**src/rtl/ceespu_gshare_predictor.sv**
```systemverilog
// ceespu_gshare_predictor
// Gshare branch direction predictor. It has a pattern history table (PHT) of
// saturating counters, indexed by PC bits XOR the global history register (GHR).
// The GHR is updated speculatively on every lookup. When a branch is
// mispredicted, the GHR is repaired from the checkpoint carried with that branch.
// After reset, an init FSM writes every PHT entry to weakly-taken, one entry per
// cycle, before ready goes high.
// Optional feature: define CEESPU_BP_BTB_EN to add a direct-mapped branch
// target buffer. Without it, btb_hit and pred_target are tied to zero.
module ceespu_gshare_predictor #(
    parameter int PHT_BITS  = 6,
    parameter int HIST_BITS = 6,
    parameter int CTR_BITS  = 2,
    parameter int PC_BITS   = 25,
    parameter int BTB_BITS  = 4
) (
    input  logic                 clk,
    input  logic                 rst_n,
    output logic                 ready,
    input  logic                 lookup_valid,
    input  logic [PC_BITS-1:0]   lookup_pc,
    output logic                 pred_valid,
    output logic                 pred_taken,
    output logic [CTR_BITS-1:0]  pred_state,
    output logic [PHT_BITS-1:0]  pred_index,
    output logic [HIST_BITS-1:0] pred_hist,
    output logic [PC_BITS-1:0]   pred_target,
    output logic                 btb_hit,
    input  logic                 update_valid,
    input  logic [PHT_BITS-1:0]  update_index,
    input  logic [CTR_BITS-1:0]  update_state,
    input  logic [HIST_BITS-1:0] update_hist,
    input  logic                 update_taken,
    input  logic                 update_mispredict,
    input  logic [PC_BITS-1:0]   update_pc,
    input  logic [PC_BITS-1:0]   update_target
);

    localparam int PHT_ENTRIES = 1 << PHT_BITS;
    localparam logic [CTR_BITS-1:0] CTR_WEAK_TAKEN = {1'b1, {(CTR_BITS-1){1'b0}}};
    localparam logic [PHT_BITS-1:0] LAST_ENTRY = {PHT_BITS{1'b1}};

    typedef enum logic {ST_INIT, ST_RUN} state_t;

    state_t                state;
    state_t                state_next;
    logic [PHT_BITS-1:0]   init_cnt;
    logic [HIST_BITS-1:0]  ghr;
    logic [CTR_BITS-1:0]   pht [PHT_ENTRIES];
    logic                  lookup_fire;
    logic                  update_fire;
    logic [PHT_BITS-1:0]   lookup_index;
    logic [CTR_BITS-1:0]   lookup_ctr;
    logic [CTR_BITS-1:0]   update_next_state;
    logic                  unused_inputs;

    assign ready        = (state == ST_RUN);
    assign lookup_fire  = ready & lookup_valid;
    assign update_fire  = ready & update_valid;
    assign lookup_index = lookup_pc[PHT_BITS+1:2] ^ PHT_BITS'(ghr);
    assign lookup_ctr   = pht[lookup_index];

    // Some PC bits feed only the optional BTB. They are gathered into one sink
    // so that every build uses every input bit.
    assign unused_inputs = ^{lookup_pc, update_pc, update_target};

    // Saturating increment/decrement of the counter value returned by the pipeline
    always_comb begin
        update_next_state = update_state;
        if (update_taken && (update_state != {CTR_BITS{1'b1}}))
            update_next_state = update_state + CTR_BITS'(1);
        else if (!update_taken && (update_state != {CTR_BITS{1'b0}}))
            update_next_state = update_state - CTR_BITS'(1);
    end

    // FSM state register
    always_ff @(posedge clk or negedge rst_n) begin
        if (!rst_n)
            state <= ST_INIT;
        else
            state <= state_next;
    end

    // FSM next state: move to RUN once the last PHT entry has been written
    always_comb begin
        state_next = state;
        case (state)
            ST_INIT: if (init_cnt == LAST_ENTRY) state_next = ST_RUN;
            ST_RUN:  state_next = ST_RUN;
            default: state_next = ST_INIT;
        endcase
    end

    // Init sweep pointer, one PHT entry per cycle while in INIT
    always_ff @(posedge clk or negedge rst_n) begin
        if (!rst_n)
            init_cnt <= '0;
        else if (state == ST_INIT)
            init_cnt <= init_cnt + PHT_BITS'(1);
    end

    // Global history: mispredict repair wins over the speculative lookup shift
    always_ff @(posedge clk or negedge rst_n) begin
        if (!rst_n)
            ghr <= '0;
        else if (state == ST_INIT)
            ghr <= '0;
        else if (update_fire && update_mispredict)
            ghr <= HIST_BITS'({update_hist, update_taken});
        else if (lookup_fire)
            ghr <= HIST_BITS'({ghr, lookup_ctr[CTR_BITS-1]});
    end

    // PHT storage. Not reset; the init sweep overwrites every entry.
    always_ff @(posedge clk) begin
        if (state == ST_INIT)
            pht[init_cnt] <= CTR_WEAK_TAKEN;
        else if (update_fire)
            pht[update_index] <= update_next_state;
    end

    // Registered prediction. A same-cycle update to the same index is not bypassed.
    always_ff @(posedge clk or negedge rst_n) begin
        if (!rst_n) begin
            pred_valid <= 1'b0;
            pred_taken <= 1'b0;
            pred_state <= '0;
            pred_index <= '0;
            pred_hist  <= '0;
        end else begin
            pred_valid <= lookup_fire;
            if (lookup_fire) begin
                pred_taken <= lookup_ctr[CTR_BITS-1];
                pred_state <= lookup_ctr;
                pred_index <= lookup_index;
                pred_hist  <= ghr;
            end
        end
    end

`ifdef CEESPU_BP_BTB_EN
    localparam int BTB_ENTRIES = 1 << BTB_BITS;
    localparam int TAG_BITS    = PC_BITS - BTB_BITS - 2;

    logic [BTB_ENTRIES-1:0] btb_valid;
    logic [TAG_BITS-1:0]    btb_tag    [BTB_ENTRIES];
    logic [PC_BITS-1:0]     btb_target [BTB_ENTRIES];
    logic [BTB_BITS-1:0]    lookup_set;
    logic [BTB_BITS-1:0]    update_set;
    logic [TAG_BITS-1:0]    lookup_tag;
    logic [TAG_BITS-1:0]    update_tag;
    logic                   lookup_btb_hit;

    assign lookup_set     = lookup_pc[BTB_BITS+1:2];
    assign update_set     = update_pc[BTB_BITS+1:2];
    assign lookup_tag     = lookup_pc[PC_BITS-1:BTB_BITS+2];
    assign update_tag     = update_pc[PC_BITS-1:BTB_BITS+2];
    assign lookup_btb_hit = btb_valid[lookup_set] && (btb_tag[lookup_set] == lookup_tag);

    // BTB valid bits are reset. Taken branches allocate their entry.
    always_ff @(posedge clk or negedge rst_n) begin
        if (!rst_n)
            btb_valid <= '0;
        else if (update_fire && update_taken)
            btb_valid[update_set] <= 1'b1;
    end

    // BTB tag/target payload, only meaningful where the valid bit is set
    always_ff @(posedge clk) begin
        if (update_fire && update_taken) begin
            btb_tag[update_set]    <= update_tag;
            btb_target[update_set] <= update_target;
        end
    end

    // Registered BTB result, aligned with the direction prediction
    always_ff @(posedge clk or negedge rst_n) begin
        if (!rst_n) begin
            btb_hit     <= 1'b0;
            pred_target <= '0;
        end else if (lookup_fire) begin
            btb_hit     <= lookup_btb_hit;
            pred_target <= lookup_btb_hit ? btb_target[lookup_set] : '0;
        end
    end
`else
    assign btb_hit     = 1'b0;
    assign pred_target = '0;
`endif

endmodule

```
**config.mk**
```make
export PLATFORM = sky130hd
export DESIGN_NAME = ceespu_gshare_predictor
export DESIGN_NICKNAME = d
export VERILOG_FILES = /design/src/rtl/ceespu_gshare_predictor.sv
export SDC_FILE = /design/constraint.sdc
export NUM_CORES = 1
export LEC_CHECK = 0
export ABC_AREA = 1
export BUFFER_PORTS_ARGS = -buffer_cell sky130_fd_sc_hd__buf_2
export CAP_MARGIN = 40
export CORE_ASPECT_RATIO = 0.9
export CORE_MARGIN = 2
export CORE_UTILIZATION = 45
export CTS_CLUSTER_DIAMETER = 100
export DETAILED_ROUTE_END_ITERATION = 10
export PLACE_DENSITY_LB_ADDON = 0.25
export SETUP_SLACK_MARGIN = 0.3
export SLEW_MARGIN = 20
export SYNTH_ARGS = -nofsm -noshare
export SYNTH_HDL_FRONTEND = slang
export SYNTH_SLANG_ARGS = --single-unit
```
**constraint.sdc**
```tcl
create_clock -name clk -period 2.8 [get_ports clk]
set_input_delay 0.56 -clock clk [delete_from_list [all_inputs] [get_ports clk]]
set_output_delay 0.56 -clock clk [all_outputs]
set_load 0.005 [all_outputs]
```
==> results.txt, run 1 <==
The flow ran to the end, and the final reports show no timing, DRC or antenna violations. Summed over all layers, the global routing overflow is 0. After detailed routing, the average wire length per cell comes to 16.1 um. The final max-slew violation count is 0. TritonCTS built the clock tree. Counting along the longest clock path gives a buffer depth of 2. In the global route stage, overall resource usage came out at 20.1%. The logs give 5,222 for the number of global-route vias before repair and 45.8% for the starting density of the core.

The critical path goes through nand2_8 -> inv_2 -> or2_1 -> o21ai_2 -> inv_2 -> nor2_4 -> nand3_2 -> nor2_1. The tightest slew margin relative to the limit is 53.1%, and the via total after detailed routing is 5,220. Setup repair after global routing left no endpoint under its margin.

IR analysis of the VDD net gives a maximum drop of 0.541 mV. The first global-routing pass estimated 26,600 um of wire. The slew of the pin with the lowest slew margin works out to 0.702 ns. The clock reaches the later pin of the worst-skew pair after 0.43 ns. CTS placed an instance of clkbuf_16 at the clock tree root. Number of buffers inserted during clock tree synthesis: 17. In the layout the commonest cells are nand2_1 (181), nand3_1 (138), edfxtp_1 (128).

The run gives 1,418 as the filler cell count. For the HPWL after detailed placement, the log shows 10,400 um. STA puts the critical path data arrival time at 2.38 ns.

Yosys mapped a number of flops with a built-in enable equal to 128. The count of placed standard cells in the final layout, fillers left out came out at 1,019. The logs give 897 for the net count reported at finish and 468 for the starting DRC count in detailed routing.

After clock tree synthesis, the clock-pin slew on the worst setup and hold paths is 0.06 ns. For this design the ratio of total power to cell area is 605 nW/um2. Endpoint of the lowest-slack register-to-register path: pht[1][0].

Die outline height: 125 um. After detailed routing, the total wire length is 16,400 um. The minimum clock period came out at 2.26 ns. After floorplanning, the core was divided into 44 placement rows.

For the worst setup path, the data required time is 2.92 ns. The critical path's top delay family was simple AND/OR/NAND/NOR gates. The number of port buffers is 41. The setup clock skew after layout was 0.00666 ns. The hold violation total from the final report came out at 0. For the maximum number of pins on one net before global-route repair, the log shows 65.

Most frequent cell on the critical path: inv_2. On the worst path, the slowest cell contributes a delay of 0.52 ns. The tools report the endpoint kind of the worst setup timing path as a flop.

The congestion estimate from routability-driven global placement came to 0.791. Dividing the detail-routed via count by the number of cells gives 5.12. The worst register-to-register path has a setup slack of 0.54 ns.

Hold timing on the final database bottoms out at a slack of 0.151 ns. In this run the remaining antenna-violating nets after routing total 0. The fraction of registers with async set/reset works out to 17.9%. Among all stages on the critical path, the largest delay is contributed by dfrtp_1. The clock drives 156 sinks. In this run, synthesis produced a sequential element count of 156. The floorplan die area is 17,300 um2, and the yosys synthesis warning count is 0.

The critical path is of the reg -> reg type. In this run the worst hold path is classified as in -> async. The tools report the final routed DRC violation total as 0. The critical path buffer and inverter count is 2.

The tools report the leakage power total as 3.60 nW. The library cell used most frequently in the layout, excluding fill and tap cells, is nand2_1. The H-tree generated during clock tree synthesis spans 4 levels.

After synthesis, the netlist uses 38 different library cells. The most instantiated flip-flop cell in the synthesis netlist is edfxtp_1. The post-route netlist has 14.3% of its cells at a drive strength greater than 1. Setup violations remaining at the end of the flow were counted as 0.

After layout, the worst path uses 80.8% of the clock period. The worst register-to-register path has a depth of 8. The die extent in x is 139 um, and the layout-stage area growth over the synthesis result is 15.5%.

The number of placed instances, taps included, is 987. For the count of pins on the block boundary, the log shows 138. Counting every instance in the synthesized netlist gives 743. Summing internal, switching and leakage power gives 5.13 mW.

The worst setup path is launched from a flop. Along the worst path, the maximum fanout reaches 10. The number of antenna violations at the first check in global routing came out at 0.

The run gives 0 ns as the summed negative setup slack over all endpoints. The number of setup buffers added after CTS is 0. After synthesis the cells add up to 7330 um2. After floorplanning, the core was sized to cover 16,000 um2. A synthesized cell averages 9.87 um2. The run gives 0 as the number of maximum-capacitance constraint violations. In this run, post-CTS hold repair placed 0 buffers.

The run gives 62.0% as the sequential-to-total area share from yosys stat. The number of diodes is 0. The worst register-to-register path begins at ready. For the highest clock rate, the log shows 442 MHz. The first detailed-routing pass ran for 5 iterations.
==> synthesized netlist by cell type, types with 4 or more instances <==
master,number,area share [%]
xor2_1,4,0.48
dfrtp_1,28,9.6
clkbuf_1,7,0.36
buf_6,4,0.61
buf_2,12,0.82
nand3_1,139,9.5
edfxtp_1,128,52
buf_4,28,2.9
o21ai_0,15,1.0
inv_1,82,4.2
nor4_1,6,0.51
xnor2_1,4,0.48
nand2_1,182,9.3
nand4_1,7,0.60
nor2_1,62,3.2
==> cells by family after synthesis <==
family                     after synthesis  share of synthesized area (%)
and+or+nand+nor                        411                           24.7
DFF                                    156                           62.0
buffers and inverters                  137                           9.06
AOI/OAI and AO/OA                       24                           1.89
xor gates and xnor gates                11                           1.77
adders and majority gates                3                          0.512
other                                    1                         0.0511
==> how the worst max path moves through the flow <==
stage                          startpoint    endpoint  slack [ns]  cells after the start
after floorplan           update_state[0]   pht[0][1]        0.31                      4
after global placement       update_valid   pht[0][0]        0.21                      7
after detailed placement     update_valid  pht[24][1]        0.16                      7
after CTS                           ready  pht[24][0]        0.41                      8
after global routing                ready  pht[52][1]        0.37                      7
final                               ready   pht[1][0]        0.54                      8
==> sequential cells by signal, summed over array words and instances (netlist names) <==
name / count
pred_taken: 1
ghr: 6
pred_index: 6
pht: 128
init_cnt: 6
pred_state: 1
pred_valid: 1
pred_hist: 6
ready: 1
==> through the flow <==
step	area (um2)	utilization (%)	setup WS [ns]
2_1_floorplan	7440	-	0.313
3_3_place_gp	7810	48.7	0.206
3_5_place_dp	7810	48.7	0.161
4_1_cts	8460	52.8	0.409
5_1_grt	8470	52.9	0.375
6_report	8470	52.9	0.537
==> layout make-up <==
| type | instances | area (um2) | share of cell area (%) |
|---|---|---|---|
| clock buffer | 25 | 582 | 6.87 |
| clock inverter | 7 | 66.3 | 0.783 |
| inverter | 86 | 323 | 3.81 |
| multi-input combinational | 475 | 2250 | 26.6 |
| sequential | 156 | 4540 | 53.7 |
| tap | 207 | 259 | 3.06 |
| timing repair buffer | 63 | 445 | 5.26 |
==> power by group <==
part	switching, mW	leakage [nW]	total (mW)	internal [mW]
logic	0.152	2.00	0.229	0.0765
registers	0	1.27	2.48	2.48
clock network	0.885	0.321	2.42	1.53
total	1.04	3.60	5.13	4.09
==> what timing repair did <==
item                                    in CTS  in global routing
cloned                                       0                  0
gates resized for setup                      2                  6
endpoints found under the setup margin      28                 58
==> per-layer routing <==
| metal | GRT usage (%) | share of wire, % | vias up |
|---|---|---|---|
| li1 | - | - | 2542 |
| met1 | 25.9 | 43 | 2481 |
| met2 | 32.9 | 48 | 159 |
| met3 | 5.32 | 6.8 | 38 |
| met4 | 7.26 | 2.2 | 0 |
| met5 | 0 | 0 | - |
No activity file was read; power rests on OpenSTA's default activity.
==> run 2: changes to the inputs <==
Clock period 2.8 ns to 1.9 ns, I/O delays scaled along.
==> results.txt, run 2 (synthesized netlist as in run 1, its figures left out) <==
The run finished with clean final reports. The tools report the count of pins on the block boundary as 138 (unchanged). The run gives 0 (unchanged) as the number of nets with antenna violations after routing. The logs give 28.7% (+2.8 points) for the routing usage on met1 and 17,300 um2 (unchanged) for the floorplan die area. The logs give 2 (unchanged) for the maximum root-to-sink buffer count and 0.03 ns (-0.50 ns) for the internal reg-to-reg setup slack. In the layout the commonest cells are nand2_1 (162), edfxtp_1 (128), nand3_1 (80). The logs give 65 (unchanged) for the maximum number of pins on one net before global-route repair and 0 (unchanged) for the remaining global-route overflow. For the clock latency reported for the late side of the worst-skew pair, the log shows 0.43 ns (about the same).

The number of buffers inserted during clock tree synthesis is 17 (unchanged). TritonCTS built the clock tree. The via total after detailed routing was 5,834 (+12%). The number of diodes is 0 (unchanged).

For the filler cell count, the log shows 1,197 (-16%). The die extent in x came out at 139 um (unchanged). Traced cell by cell, the critical path runs through nand2_8 -> inv_6 -> or2_4 -> o21ai_4 -> inv_4 -> nor2_4 -> nand3_4 -> nor2_2.

The starting density of the core was 45.8% (unchanged); the period utilization was 98.2% (+17 points). By startpoint and endpoint, the worst setup path is classified as reg -> reg. The final max-slew violation count is 0 (unchanged). The placeable core area came out at 16,000 um2 (unchanged). The count of cells along the worst register-to-register path came out at 8 (unchanged).

The startpoint identified for the worst register-to-register timing path is ready. The buffer type at the clock tree root is clkbuf_16. The maximum fanout count along the critical path was 9 (-1). The slew of the pin with the lowest slew margin was 0.653 ns (-0.0485 ns). The leakage power total is 4.13 nW (+15%), and the detailed-routing iteration count for the pre-antenna-repair pass is 5 (unchanged). The run gives 536 MHz (+21%) as the highest clock rate.

The power per unit of standard cell area came out at 773 nW/um2 (+28%). The number of global-route vias before repair was 5,788 (+11%); the critical path's largest stage delay was 0.44 ns (-0.08 ns). The tools report the tightest slew margin relative to the limit as 56.4% (+3.3 points). The HPWL after detailed placement is 11,100 um (+7.2%), and the met2 global-route usage is 39.3% (+6.4 points). The tightest min-delay check is of the in -> reg type. The number of sinks on the clock net came out at 156 (unchanged). The tools report the final routed DRC violation total as 0 (unchanged). The placed instance area is 8240 um2 (+5.5%). The ratio of routed vias to standard cells came out at 5.44 (+6.2%). The flip-flop count of the largest register after layout works out to 128 (unchanged).

From synthesis to final layout, the design area changed by 39.2%. For the global routing usage on met3, the log shows 4.40% (-0.92 points). Counting flops per register, the top entry is pht. The number of endpoints failing setup at the final stage was 0 (unchanged). The logs give 7.89 mW (+54%) for the post-route total power and 496 (+6.0%) for the starting DRC count in detailed routing.

The footprint of the flip-flops and latches is 4550 um2 (about the same). The routed wire length per instance is 19.1 um (+19%), and the floorplan row count is 44 (unchanged). The run gives 950 (+5.9%) as the net count reported at finish. The worst hold path begins at update_hist[1]. The critical path buffer and inverter count came out at 2 (unchanged). The tools report the kind of launch point of the worst setup path as a flop. The finished layout cell area was 10,200 um2 (+21%). The die outline height was 125 um (unchanged); the area of the multi-input gates was 3200 um2 (+42%).

The most common cell after layout, fill and taps aside was nand2_1. The tools report the hold violation total from the final report as 0 (unchanged). The kind of cell with the highest combined delay along the critical path is simple AND/OR/NAND/NOR gates. The run gives 22.9% (+2.8 points) as the global router's overall resource usage. The path with the worst hold slack has its endpoint at ghr[2]. In this run the critical register-to-register path is captured at pht[9][1]. The maximum resistive drop on vdd is 0.697 mV (+29%). The number of port buffers is 41 (unchanged). The run gives 0 (unchanged) as the number of antenna violations at the first check in global routing.

In this run the most used layer during global routing was met2. The minimum clock period was 1.87 ns (-0.397 ns). The first-pass GRT wire length was 30,300 um (+14%); the fraction of final layout cells with drive strength greater than 1 was 37.5% (+23 points). Counting instances, the worst hold path has a depth of 3. The clock-pin slew on the worst setup and hold paths was 0.06 ns (about the same). The run gives 0 (unchanged) as the number of maximum-capacitance constraint violations. For the global placer's final weighted congestion, the log shows 0.803 (+1.5%). Setup repair after global routing could not meet its margin everywhere. The routed wire length was 20,500 um (+25%). STA classifies the critical path endpoint as a flop. The logic depth of the worst setup path including buffers is 8 (unchanged), and the setup clock skew after layout is 0.00834 ns (+0.00167 ns). For the critical path required time, the log shows 2.04 ns (-0.88 ns).

The worst-path cell with the longest stage delay is dfrtp_2. The data arrival time at the worst-slack endpoint was 2.00 ns (-0.38 ns). The total number of H-tree levels came out at 4 (unchanged).
[run 2: changes by cell type in the layout (fill, tap and decap cells not counted), moves of 6 or more]
cell	previous run	this run
nand3_1	138	80
nor2_1	60	4
nand3_2	4	54
nor2_2	2	32
nor2_4	1	27
buf_4	16	35
nand2_1	181	162
buf_12	6	18
buf_6	0	10
nand2_2	3	13
nand3_4	0	8
inv_6	1	7
nor4_1	6	0
nor4_4	0	6
[run 2: routing by layer]
layer / vias up / wire length [um]
met3: 62 / 1530
met1: 2815 / 7980
met2: 290 / 10200
met4: 0 / 722
met5: - / 0
li1: 2667 / -
[run 2: per-stage QoR]
stage | setup slack (ns) | cells | setup TNS (ns) | utilization (%) | hold WS [ns]
floorplan | 0.0656 | 768 | 0 | - | 0.0844
global placement | -0.0287 | 1010 | -0.593 | 51.4 | 0.415
detailed placement | -0.0857 | 1010 | -2.85 | 51.4 | 0.444
CTS | 0.0767 | 1064 | 0 | 60.0 | 0.154
global route | -0.0109 | 1072 | -0.0570 | 63.7 | 0.161
finish | 0.0335 | 1072 | 0 | 63.7 | 0.169
[run 2: worst max path at each step]
| stage | slack (ns) | endpoint | startpoint |
|---|---|---|---|
| floorplan | 0.07 | pht[0][0] | update_state[0] |
| detailed placement | -0.09 | pht[56][1] | update_valid |
| CTS | 0.08 | pht[33][1] | ready |
| global placement | -0.03 | ghr[0] | lookup_pc[2] |
| global route | -0.01 | pht[9][1] | ready |
| finish | 0.03 | pht[9][1] | ready |
[run 2: timing repair]
action | in CTS | in global routing
hold buffers | 1 | 0
buffers inserted | 16 | 4
gates resized for setup | 106 | 105
setup endpoints to repair | 131 | 133
gates cloned | 5 | 4
endpoints found under the hold margin | 17 | 0
pin swaps | 14 | 19
[run 2: worst register-to-register path: cells and delay by family (launching register included)]
kind	cells	cell delay, ns
AOI/OAI and AO/OA	1	0.09
buffers and inverters	2	0.11
DFF	1	0.44
and+or+nand+nor	5	0.92
[run 2: cell type report]
class	instances	area share (%)
tap	207	2.54
clock inverter	15	2.05
multi-input combinational	475	31.4
clock buffer	17	4.17
timing repair buffer	116	11.9
sequential	156	44.6
inverter	86	3.40
[run 2: power breakdown]
part | switching, mW | total, mW | internal [mW] | leakage [nW]
registers | 0 | 3.65 | 3.65 | 1.27
logic | 0.337 | 0.571 | 0.234 | 2.56
clock network | 1.44 | 3.66 | 2.22 | 0.303
